**src/rtl/timer_irq_ctrl_pkg.sv**
```systemverilog
// Shared definitions for the memory-mapped interval timer and interrupt sequencer:
// register offsets, TCON bit positions, FSM encoding and the bus offset decoder.
package timer_irq_ctrl_pkg;

  localparam logic [31:0] OFF_TH   = 32'h0000_0000;
  localparam logic [31:0] OFF_TL   = 32'h0000_0004;
  localparam logic [31:0] OFF_TCON = 32'h0000_0008;

  localparam int TCON_EN = 0;
  localparam int TCON_IE = 1;
  localparam int TCON_ST = 2;

  localparam logic [1:0] IDLE = 2'd0;
  localparam logic [1:0] RUN  = 2'd1;
  localparam logic [1:0] PEND = 2'd2;
  localparam logic [1:0] SERV = 2'd3;

  typedef enum logic [1:0] {
    REG_TH,
    REG_TL,
    REG_TCON,
    REG_NONE
  } reg_sel_e;

  // Exact-match decode: unaligned or out-of-range offsets land on REG_NONE.
  function automatic reg_sel_e decode_offset(input logic [31:0] offset);
    reg_sel_e sel;
    case (offset)
      OFF_TH:   sel = REG_TH;
      OFF_TL:   sel = REG_TL;
      OFF_TCON: sel = REG_TCON;
      default:  sel = REG_NONE;
    endcase
    return sel;
  endfunction

endpackage

```
**src/rtl/timer_irq_ctrl_if.sv**
```systemverilog
// Data-memory bus slice seen by the timer block; the core side drives the
// request, the timer returns load data and its address-hit flag.
interface timer_irq_ctrl_if;
  logic [31:0] addr;
  logic [31:0] wdata;
  logic        MemWr;
  logic        MemRd;
  logic [31:0] rdata;
  logic        sel;

  modport master (
    output addr, wdata, MemWr, MemRd,
    input  rdata, sel
  );

  modport slave (
    input  addr, wdata, MemWr, MemRd,
    output rdata, sel
  );
endinterface

```
**src/rtl/timer_irq_ctrl_timer_core.sv**
```systemverilog
// TH reload register and TL up-counter; TL wraps to TH after all-ones and
// flags an overflow for that cycle.
module timer_core
  import timer_irq_ctrl_pkg::*;
#(
  parameter int CNT_W = 32
) (
  input  logic             clk,
  input  logic             reset,
  input  logic             en_i,
  input  logic             th_we_i,
  input  logic             tl_we_i,
  input  logic [CNT_W-1:0] wdata_i,
  output logic [CNT_W-1:0] th_o,
  output logic [CNT_W-1:0] tl_o,
  output logic             ovf_o
);

  logic [CNT_W-1:0] th_q, th_d;
  logic [CNT_W-1:0] tl_q, tl_d;
  logic             wrap;

  assign wrap  = (tl_q == '1);
  // The overflow still fires when software overwrites TL on the wrap cycle,
  // so the status/missed accounting never loses an event.
  assign ovf_o = en_i && wrap;

  // NOTE: every variable gets a default at the top of always_comb so no path
  // leaves it unassigned and no latch is inferred.
  always_comb begin
    th_d = th_q;
    tl_d = tl_q;
    if (th_we_i) begin
      th_d = wdata_i;
    end
    if (tl_we_i) begin
      tl_d = wdata_i;
    end else if (en_i) begin
      tl_d = wrap ? th_q : tl_q + 1'b1;
    end
  end

  // NOTE: state registers use non-blocking assignments so all flops sample
  // their next-state values from the same pre-edge snapshot.
  always_ff @(posedge clk or posedge reset) begin
    if (reset) begin
      th_q <= '0;
      tl_q <= '0;
    end else begin
      th_q <= th_d;
      tl_q <= tl_d;
    end
  end

  assign th_o = th_q;
  assign tl_o = tl_q;

endmodule

```
**src/rtl/timer_irq_ctrl.sv**
```systemverilog
// Interval timer plus interrupt handshake for the single-cycle MIPS core:
// bus decode, TCON, missed-overflow counter and the IDLE/RUN/PEND/SERV sequencer.
module timer_irq_ctrl
  import timer_irq_ctrl_pkg::*;
#(
  parameter logic [31:0] BASE_ADDR = 32'h4000_0000,
  parameter int          CNT_W     = 32
) (
  input  logic                    clk,
  input  logic                    reset,
  timer_irq_ctrl_if.slave         bus,
  input  logic                    pchigh,
  output logic                    Interrupt,
  output logic [7:0]              missed
);

  logic [31:0] offset;
  reg_sel_e    reg_sel;
  logic        wr_en;
  logic        th_we, tl_we, tcon_we;

  logic [CNT_W-1:0] th_val, tl_val;
  logic             ovf;

  logic       en_q, en_d;
  logic       ie_q, ie_d;
  logic       st_q, st_d;
  logic [7:0] missed_q, missed_d;
  logic [1:0] state_q, state_d;
  logic [31:0] rdata_mux;

  // ---------------------------------------------------------------------------
  // Bus decode
  // ---------------------------------------------------------------------------
  assign offset  = bus.addr - BASE_ADDR;
  assign reg_sel = decode_offset(offset);
  assign bus.sel = (reg_sel != REG_NONE);

  assign wr_en   = bus.MemWr && bus.sel;
  assign th_we   = wr_en && (reg_sel == REG_TH);
  assign tl_we   = wr_en && (reg_sel == REG_TL);
  assign tcon_we = wr_en && (reg_sel == REG_TCON);

  timer_core #(
    .CNT_W (CNT_W)
  ) u_timer_core (
    .clk     (clk),
    .reset   (reset),
    .en_i    (en_q),
    .th_we_i (th_we),
    .tl_we_i (tl_we),
    .wdata_i (bus.wdata[CNT_W-1:0]),
    .th_o    (th_val),
    .tl_o    (tl_val),
    .ovf_o   (ovf)
  );

  // ---------------------------------------------------------------------------
  // TCON and missed-overflow counter
  // ---------------------------------------------------------------------------
  always_comb begin
    en_d     = en_q;
    ie_d     = ie_q;
    st_d     = st_q;
    missed_d = missed_q;

    if (tcon_we) begin
      en_d = bus.wdata[TCON_EN];
      ie_d = bus.wdata[TCON_IE];
      // Software may only clear status; writing a 1 leaves it unchanged.
      if (!bus.wdata[TCON_ST]) begin
        st_d = 1'b0;
      end
    end
    // Evaluated after the software clear so a coincident overflow wins.
    if (ovf && ie_q) begin
      st_d = 1'b1;
    end

    if (tcon_we) begin
      missed_d = '0;
    end else if (ovf && st_q && (missed_q != 8'hFF)) begin
      missed_d = missed_q + 8'd1;
    end
  end

  // ---------------------------------------------------------------------------
  // Interrupt handshake sequencer
  // ---------------------------------------------------------------------------
  always_comb begin
    state_d = state_q;
    case (state_q)
      IDLE: begin
        if (en_q) begin
          state_d = RUN;
        end
      end
      RUN: begin
        if (st_q) begin
          state_d = PEND;
        end else if (!en_q) begin
          state_d = IDLE;
        end
      end
      PEND: begin
        if (!st_q) begin
          state_d = en_q ? RUN : IDLE;
        end else if (pchigh) begin
          state_d = SERV;
        end
      end
      SERV: begin
        if (!st_q && !pchigh) begin
          state_d = en_q ? RUN : IDLE;
        end
      end
      default: state_d = IDLE;
    endcase
  end

  // NOTE: the asynchronous reset clears Interrupt immediately, without
  // waiting for a clock edge, because Interrupt decodes straight from state_q.
  always_ff @(posedge clk or posedge reset) begin
    if (reset) begin
      en_q     <= 1'b0;
      ie_q     <= 1'b0;
      st_q     <= 1'b0;
      missed_q <= '0;
      state_q  <= IDLE;
    end else begin
      en_q     <= en_d;
      ie_q     <= ie_d;
      st_q     <= st_d;
      missed_q <= missed_d;
      state_q  <= state_d;
    end
  end

  assign Interrupt = (state_q == PEND);
  assign missed    = missed_q;

  // ---------------------------------------------------------------------------
  // Load data
  // ---------------------------------------------------------------------------
  always_comb begin
    rdata_mux = '0;
    if (bus.MemRd) begin
      case (reg_sel)
        REG_TH:   rdata_mux = 32'(th_val);
        REG_TL:   rdata_mux = 32'(tl_val);
        REG_TCON: rdata_mux = {29'd0, st_q, ie_q, en_q};
        default:  rdata_mux = '0;
      endcase
    end
  end

  assign bus.rdata = rdata_mux;

endmodule

```
**src/flat_wrapper.sv**
```systemverilog
// flat-port wrapper written by rule: the top's interface ports become plain ports
module timer_irq_ctrl_flat import timer_irq_ctrl_pkg::*;
#(
  parameter logic [31:0] BASE_ADDR = 32'h4000_0000,
  parameter int          CNT_W     = 32
)
  (clk, reset, pchigh, Interrupt, missed, bus_addr, bus_wdata, bus_MemWr, bus_MemRd, bus_rdata, bus_sel);
  timer_irq_ctrl_if bus_i ();
  input  logic clk;
  input  logic reset;
  input  logic pchigh;
  output logic Interrupt;
  output logic [7:0] missed;
  input wire logic [$bits(bus_i.addr)-1:0] bus_addr;
  input wire logic [$bits(bus_i.wdata)-1:0] bus_wdata;
  input wire logic [$bits(bus_i.MemWr)-1:0] bus_MemWr;
  input wire logic [$bits(bus_i.MemRd)-1:0] bus_MemRd;
  output wire logic [$bits(bus_i.rdata)-1:0] bus_rdata;
  output wire logic [$bits(bus_i.sel)-1:0] bus_sel;
  assign bus_i.addr = bus_addr;
  assign bus_i.wdata = bus_wdata;
  assign bus_i.MemWr = bus_MemWr;
  assign bus_i.MemRd = bus_MemRd;
  assign bus_rdata = bus_i.rdata;
  assign bus_sel = bus_i.sel;
  timer_irq_ctrl #(.BASE_ADDR(BASE_ADDR), .CNT_W(CNT_W)) u_core (.clk(clk), .reset(reset), .bus(bus_i), .pchigh(pchigh), .Interrupt(Interrupt), .missed(missed));
endmodule
```
**config.mk**
```make
export PLATFORM = sky130hd
export DESIGN_NAME = timer_irq_ctrl_flat
export DESIGN_NICKNAME = d
export VERILOG_FILES = /design/src/rtl/timer_irq_ctrl_pkg.sv /design/src/rtl/timer_irq_ctrl_if.sv /design/src/rtl/timer_irq_ctrl_timer_core.sv /design/src/rtl/timer_irq_ctrl.sv /design/src/flat_wrapper.sv
export SDC_FILE = /design/constraint.sdc
export NUM_CORES = 1
export LEC_CHECK = 0
export BUFFER_PORTS_ARGS = -buffer_cell sky130_fd_sc_hd__buf_2
export CORE_MARGIN = 5
export CORE_UTILIZATION = 30
export DETAILED_ROUTE_END_ITERATION = 12
export GPL_TIMING_DRIVEN = 0
export HOLD_SLACK_MARGIN = 0.02
export PLACE_DENSITY = 0.49
export SLEW_MARGIN = 20
export SYNTH_ARGS = -nofsm -noshare
export SYNTH_HDL_FRONTEND = slang
export SYNTH_SLANG_ARGS = --single-unit
```
**constraint.sdc**
```tcl
create_clock -name clk -period 4 [get_ports clk]
set_clock_uncertainty 0.05 [all_clocks]
set_input_delay 0.6 -clock clk [delete_from_list [all_inputs] [get_ports clk]]
set_output_delay 0.6 -clock clk [all_outputs]
set_load 0.02 [all_outputs]
```
# Word level (Yosys, flattened, before mapping)
# Cells that the tools add are included.
# Widths: inputs -> output; s select.
# classes
add_sub_neg	3
mux	19
n_reduce_logical	19
n_eq_ne	15
# ops
op	n
$mux 32	4
$pmux 32 s3	1
$add 32x1->32 const B	1
$eq 32x3->1 const B	1
$eq 32x32->1 const B	1
$eq 32x4->1 const B	1
$logic_not 32->1	1
$sub 32x31->32 const B	1
$mux 8	2
$mux 2	6
$logic_and 1x1->1	9
$add 8x1->8 const B	1
$ne 8x8->1 const B	1
$pmux 2 s4	1
$eq 2x2->1 const B	3
$ne 2x1->1 const B	3
$ne 3x3->1 const B	2
$pmux 2 s3	1
$reduce_bool 2->1	3
$eq 2x1->1 const B	2
$logic_not 2->1	2
$mux 1	4
$reduce_and 4->1	1
$logic_not 1->1	2
other kinds (2)	2
# word_totals
regBits	77
input_bits	69

# Depth between registers and ports, before layout
# depth
depth_word	8
depth_mapped	9
mapped_depth_nobuf	7

# Cells and area by module
# A second synthesis with hierarchy kept.
# hier_totals
cells_unflattened	516
hier_area_um2	4966.0
# modules_own_cells
module	seq_area_each_um2	area_each_um2	cells_each	instances
timer_core	1601.5	3601.0	352	1
timer_irq_ctrl	325.3	1365.1	164	1

# Worst setup path before layout
# No wires, ideal clock.
# synth_timing
kind	input port to output port
from	input bus_addr[25]
to	output bus_rdata[10]
slack_ps	849
arrival_ps	2501
n_path_buf	1
cell_stages	6
cell_sequence	nor4b_1 nand4_1 a211oi_1 nand2_1 clkbuf_1 nor2_1
# synth_between
elab_chain_len	6
# synth_lines
item	line_no	text
from (decl)	flat_wrapper.sv:14	input wire logic [$bits(bus_i.addr)-1:0] bus_addr;
$sub 32x31->32 (*)	timer_irq_ctrl.sv:35	assign offset = bus.addr - BASE_ADDR;
$eq 32x4->1, or another cell as far along	timer_irq_ctrl_pkg.sv:28	case (offset)
$pmux 2 s3 (*)	timer_irq_ctrl_pkg.sv:28	
$eq 2x2->1, or another cell as far along	timer_irq_ctrl.sv:148	case (reg_sel)
$pmux 32 s3 (*)	timer_irq_ctrl.sv:148	
$mux 32 (*)	timer_irq_ctrl.sv:147	if (bus.MemRd) begin
to (decl)	flat_wrapper.sv:18	output wire logic [$bits(bus_i.rdata)-1:0] bus_rdata;
# Every way passes the cells marked *; elsewhere a longest branch is shown, timed or not.

# Worst setup path after layout
# layout_timing
from	input bus_addr[25]
to	output bus_rdata[29]
# The elaborated chain is that of the path after synthesis.

==> run summary <==
Tightest Hold Check Type - input pin to async pin
count of non-filler cells in the finished layout - 866
number of pins with negative max-slew slack in the final report - 0
number of I/O port buffers - 110
cell types with the largest area share after synthesis - sky130_fd_sc_hd__dfrtp_1 (41%), sky130_fd_sc_hd__mux2_2 (8.6%), sky130_fd_sc_hd__a22oi_1 (5.1%), sky130_fd_sc_hd__nor2_1 (5.1%), sky130_fd_sc_hd__a21oi_1 (3.7%)
Register-to-Register Setup Slack - 1.17 ns
fraction of final layout cells with drive strength greater than 1 - 30.3%
Cell Pwr Density - 290 mW/mm2
shortest clock period the worst path allows after layout - 3.51 ns
number of antenna violations at the first check in global routing - 0
io pins - 111
number of enable-type register cells in the synthesized netlist - 0
antenna-violating nets left - 0
total congestion overflow after global routing - 0
Site Rows - 46
Setup Viol. Count Final - 0
die extent in y - 136 um
Int Pwr - 1.34 mW
Tcrit/Tclk final - 87.8%
FFs w/ async S/R, synth - 100%
Max-cap violations - 0
number of fillers in the final layout - 1628
count of hold buffers inserted by post-cts repair - 0
Gate Count Post-Synth - 523
via-per-instance ratio - 5.27
kind of capture point of the worst setup path - primary output
critical path launch point type - input pin
static leakage - 2.60 nW
TritonCTS clock tree - built
via total after detailed routing - 4567
clock slew at reported path FFs - 0.06 ns
combinational cell fraction of total power - 4.0%
Post-Syn Area - 0.00473 mm2
post-synthesis cell type with the largest combined area - sky130_fd_sc_hd__dfrtp_1
category of the critical setup timing path - input pin to primary output
number of global-route vias before repair - 4530
die extent in x - 136 um
Post-DP HPWL - 12300 um
worst vdd rail ir drop - 189 uV
fraction of power spent switching nets - 21.5%
die area - 0.0184 mm2
clock buffer depth - 2
net load switching power - 367 uW
Max-slew headroom - 49.1%
H-tree depth - 3
DRC violation count after routing - 0
multi-input gate area in the final layout - 0.00259 mm2
required arrival time at the worst endpoint - 3.35 ns
count of state elements after synthesis - 77
gpl congestion - 0.868
Avg Inst Size Synth - 9.05 um2
global-route total usage across every layer - 18.2%
starting density of the core - 30.2%
most frequently used cell type in the post-synthesis netlist - sky130_fd_sc_hd__dfrtp_1
wirelength, routed - 16500 um
Clk pwr share - 50.4%
CTS buffer count - 9
Clock Tree Root - sky130_fd_sc_hd__clkbuf_16
largest driver fanout on the critical path - 10
Core Footprint - 0.0157 mm2
dominant synthesized flop cell - sky130_fd_sc_hd__dfrtp_1
TritonCTS sink count - 77
Seq. cell area - 0.00193 mm2
average wire length per cell after detail routing - 19.0 um
Antenna diodes - 0
count of final hold-check violations - 0
Yosys Warn Count - 0
utilization of the core after routing - 37.7%
RSZ-0062 raised after global routing - no
top cell type's share of synthesized area - 40.7%
placed cell count - 850
DRT Pass-1 Iters - 5
part of the total power dissipated in sequential elements - 45.6%
clk_lat worst skew - 0.35 ns
count of instances resized after the clock tree is built - 0
setup TNS - 0 ns
Post-Synthesis Net Count - 594
depth of the most critical reg-to-reg path - 8
post-synth cell types - 59
number of DRC markers after the initial detailed-route iteration - 312
Total Nets Final - 716
worst slew pin tran - 0.764 ns
outcome - finished clean
Worst Setup SP - bus_addr[25]
achievable frequency - 285 MHz
pin count of the biggest net entering global routing - 44
most common library cells after synthesis - sky130_fd_sc_hd__dfrtp_1 (77), sky130_fd_sc_hd__nor2_1 (64), sky130_fd_sc_hd__nand2_1 (43)
proportion of synthesized chip area in sequential cells - 40.7%
launch instance of the worst register-to-register path - u_core.u_timer_core.tl_o[0]$_DFFE_PP0P_
wire length of the first global-routing pass - 25800 um
layout overhead on the synthesized area - 24.6%
data arrival time at the worst-slack endpoint - 2.86 ns
post-CTS setup repair buffer count - 0
[flip-flops by register name (all words and copies together) (netlist names)]
signal and count:
u_core.en_q 1, u_core.missed 8, u_core.u_timer_core.th_o 32, u_core.u_timer_core.tl_o 32, u_core.ie_q 1, u_core.st_q 1
u_core.state_q 2
[kinds of logic after synthesis]
kind of cell,after synthesis,share of synthesized area [%]
AND/OR/NAND/NOR,208,22.8
buffers and inverters,44,4.55
adder cells (fa/ha/maj),3,0.740
flip-flops,77,40.7
multiplexers,42,9.84
AO/OA/AOI/OAI,138,19.4
XOR/XNOR,11,2.04
[per-stage QoR]
stage	hold slack, ns	worst slack, ns	total power, mW	cell area [um2]
floorplan	0.445	0.849	0.812	4730
global placement	0.465	0.270	0.858	5550
detailed placement	0.469	0.448	0.863	5580
CTS	0.251	0.451	1.74	5900
global route	0.286	0.271	1.77	5900
finish	0.237	0.487	1.71	5900
[critical path, stage by stage]
cell and delay, ns:
sky130_fd_sc_hd__buf_2 0.10, sky130_fd_sc_hd__nor4b_1 0.36, sky130_fd_sc_hd__nand4_1 0.26, sky130_fd_sc_hd__nor4_1 0.50, sky130_fd_sc_hd__buf_2 0.35, sky130_fd_sc_hd__buf_2 0.28
sky130_fd_sc_hd__a22oi_1 0.14, sky130_fd_sc_hd__nor2_1 0.09, sky130_fd_sc_hd__buf_2 0.17
[layer usage]
layer	vias to the layer above	share of wire, %	GRT usage, %
li1	2186	-	-
met1	2224	45	24.7
met2	133	47	28.2
met3	24	5.3	3.94
met4	0	2.5	7.50
met5	-	0	0
[path summary, 6_finish.rpt]
check | end
max | bus_rdata[29]
min | u_core.u_timer_core.th_o[9]$_DFFE_PP0P_
max reg2reg | u_core.u_timer_core.tl_o[15]$_DFFE_PP0P_
min reg2reg | u_core.u_timer_core.th_o[13]$_DFFE_PP0P_
max in group asynchronous | u_core.u_timer_core.tl_o[5]$_DFFE_PP0P_
min in group clk | u_core.u_timer_core.tl_o[20]$_DFFE_PP0P_
[area by class of cell]
class / instances / area share (%)
buffer: 35 / 3.08
clock buffer: 13 / 4.58
clock inverter: 3 / 0.722
inverter: 9 / 0.615
multi-input combinational: 402 / 43.9
sequential: 77 / 32.7
tap: 216 / 4.58
timing repair buffer: 111 / 9.80
[power by group through the flow]
stage	logic [mW]	clock network [mW]	registers (mW)
final	0.0687	0.862	0.779
after global routing	0.0779	0.910	0.778
after CTS	0.0705	0.886	0.779
after detailed placement	0.0702	0	0.793
after global placement	0.0648	0	0.793
after floorplan	0.0191	0	0.793
[layout by cell type (no fill, tap or decap), drive strengths merged, types with 3 or more instances in the layout]
master and instances:
a211oi 7, a21o 7, a21oi 35, a22oi 32, a31oi 7, a41oi 3
and2 4, and3 7, buf 130, clkbuf 29, dfrtp 77, inv 9
mux2 36, mux2i 6, nand2 43, nand3 22, nand4 20, nor2 64
nor2b 3, nor3 16, nor4 12, o211ai 5, o21a 3, o21ai 24
o2bb2ai 3, or3 4, xnor2 6, xor2 5
No activity file was read; power rests on OpenSTA's default activity.
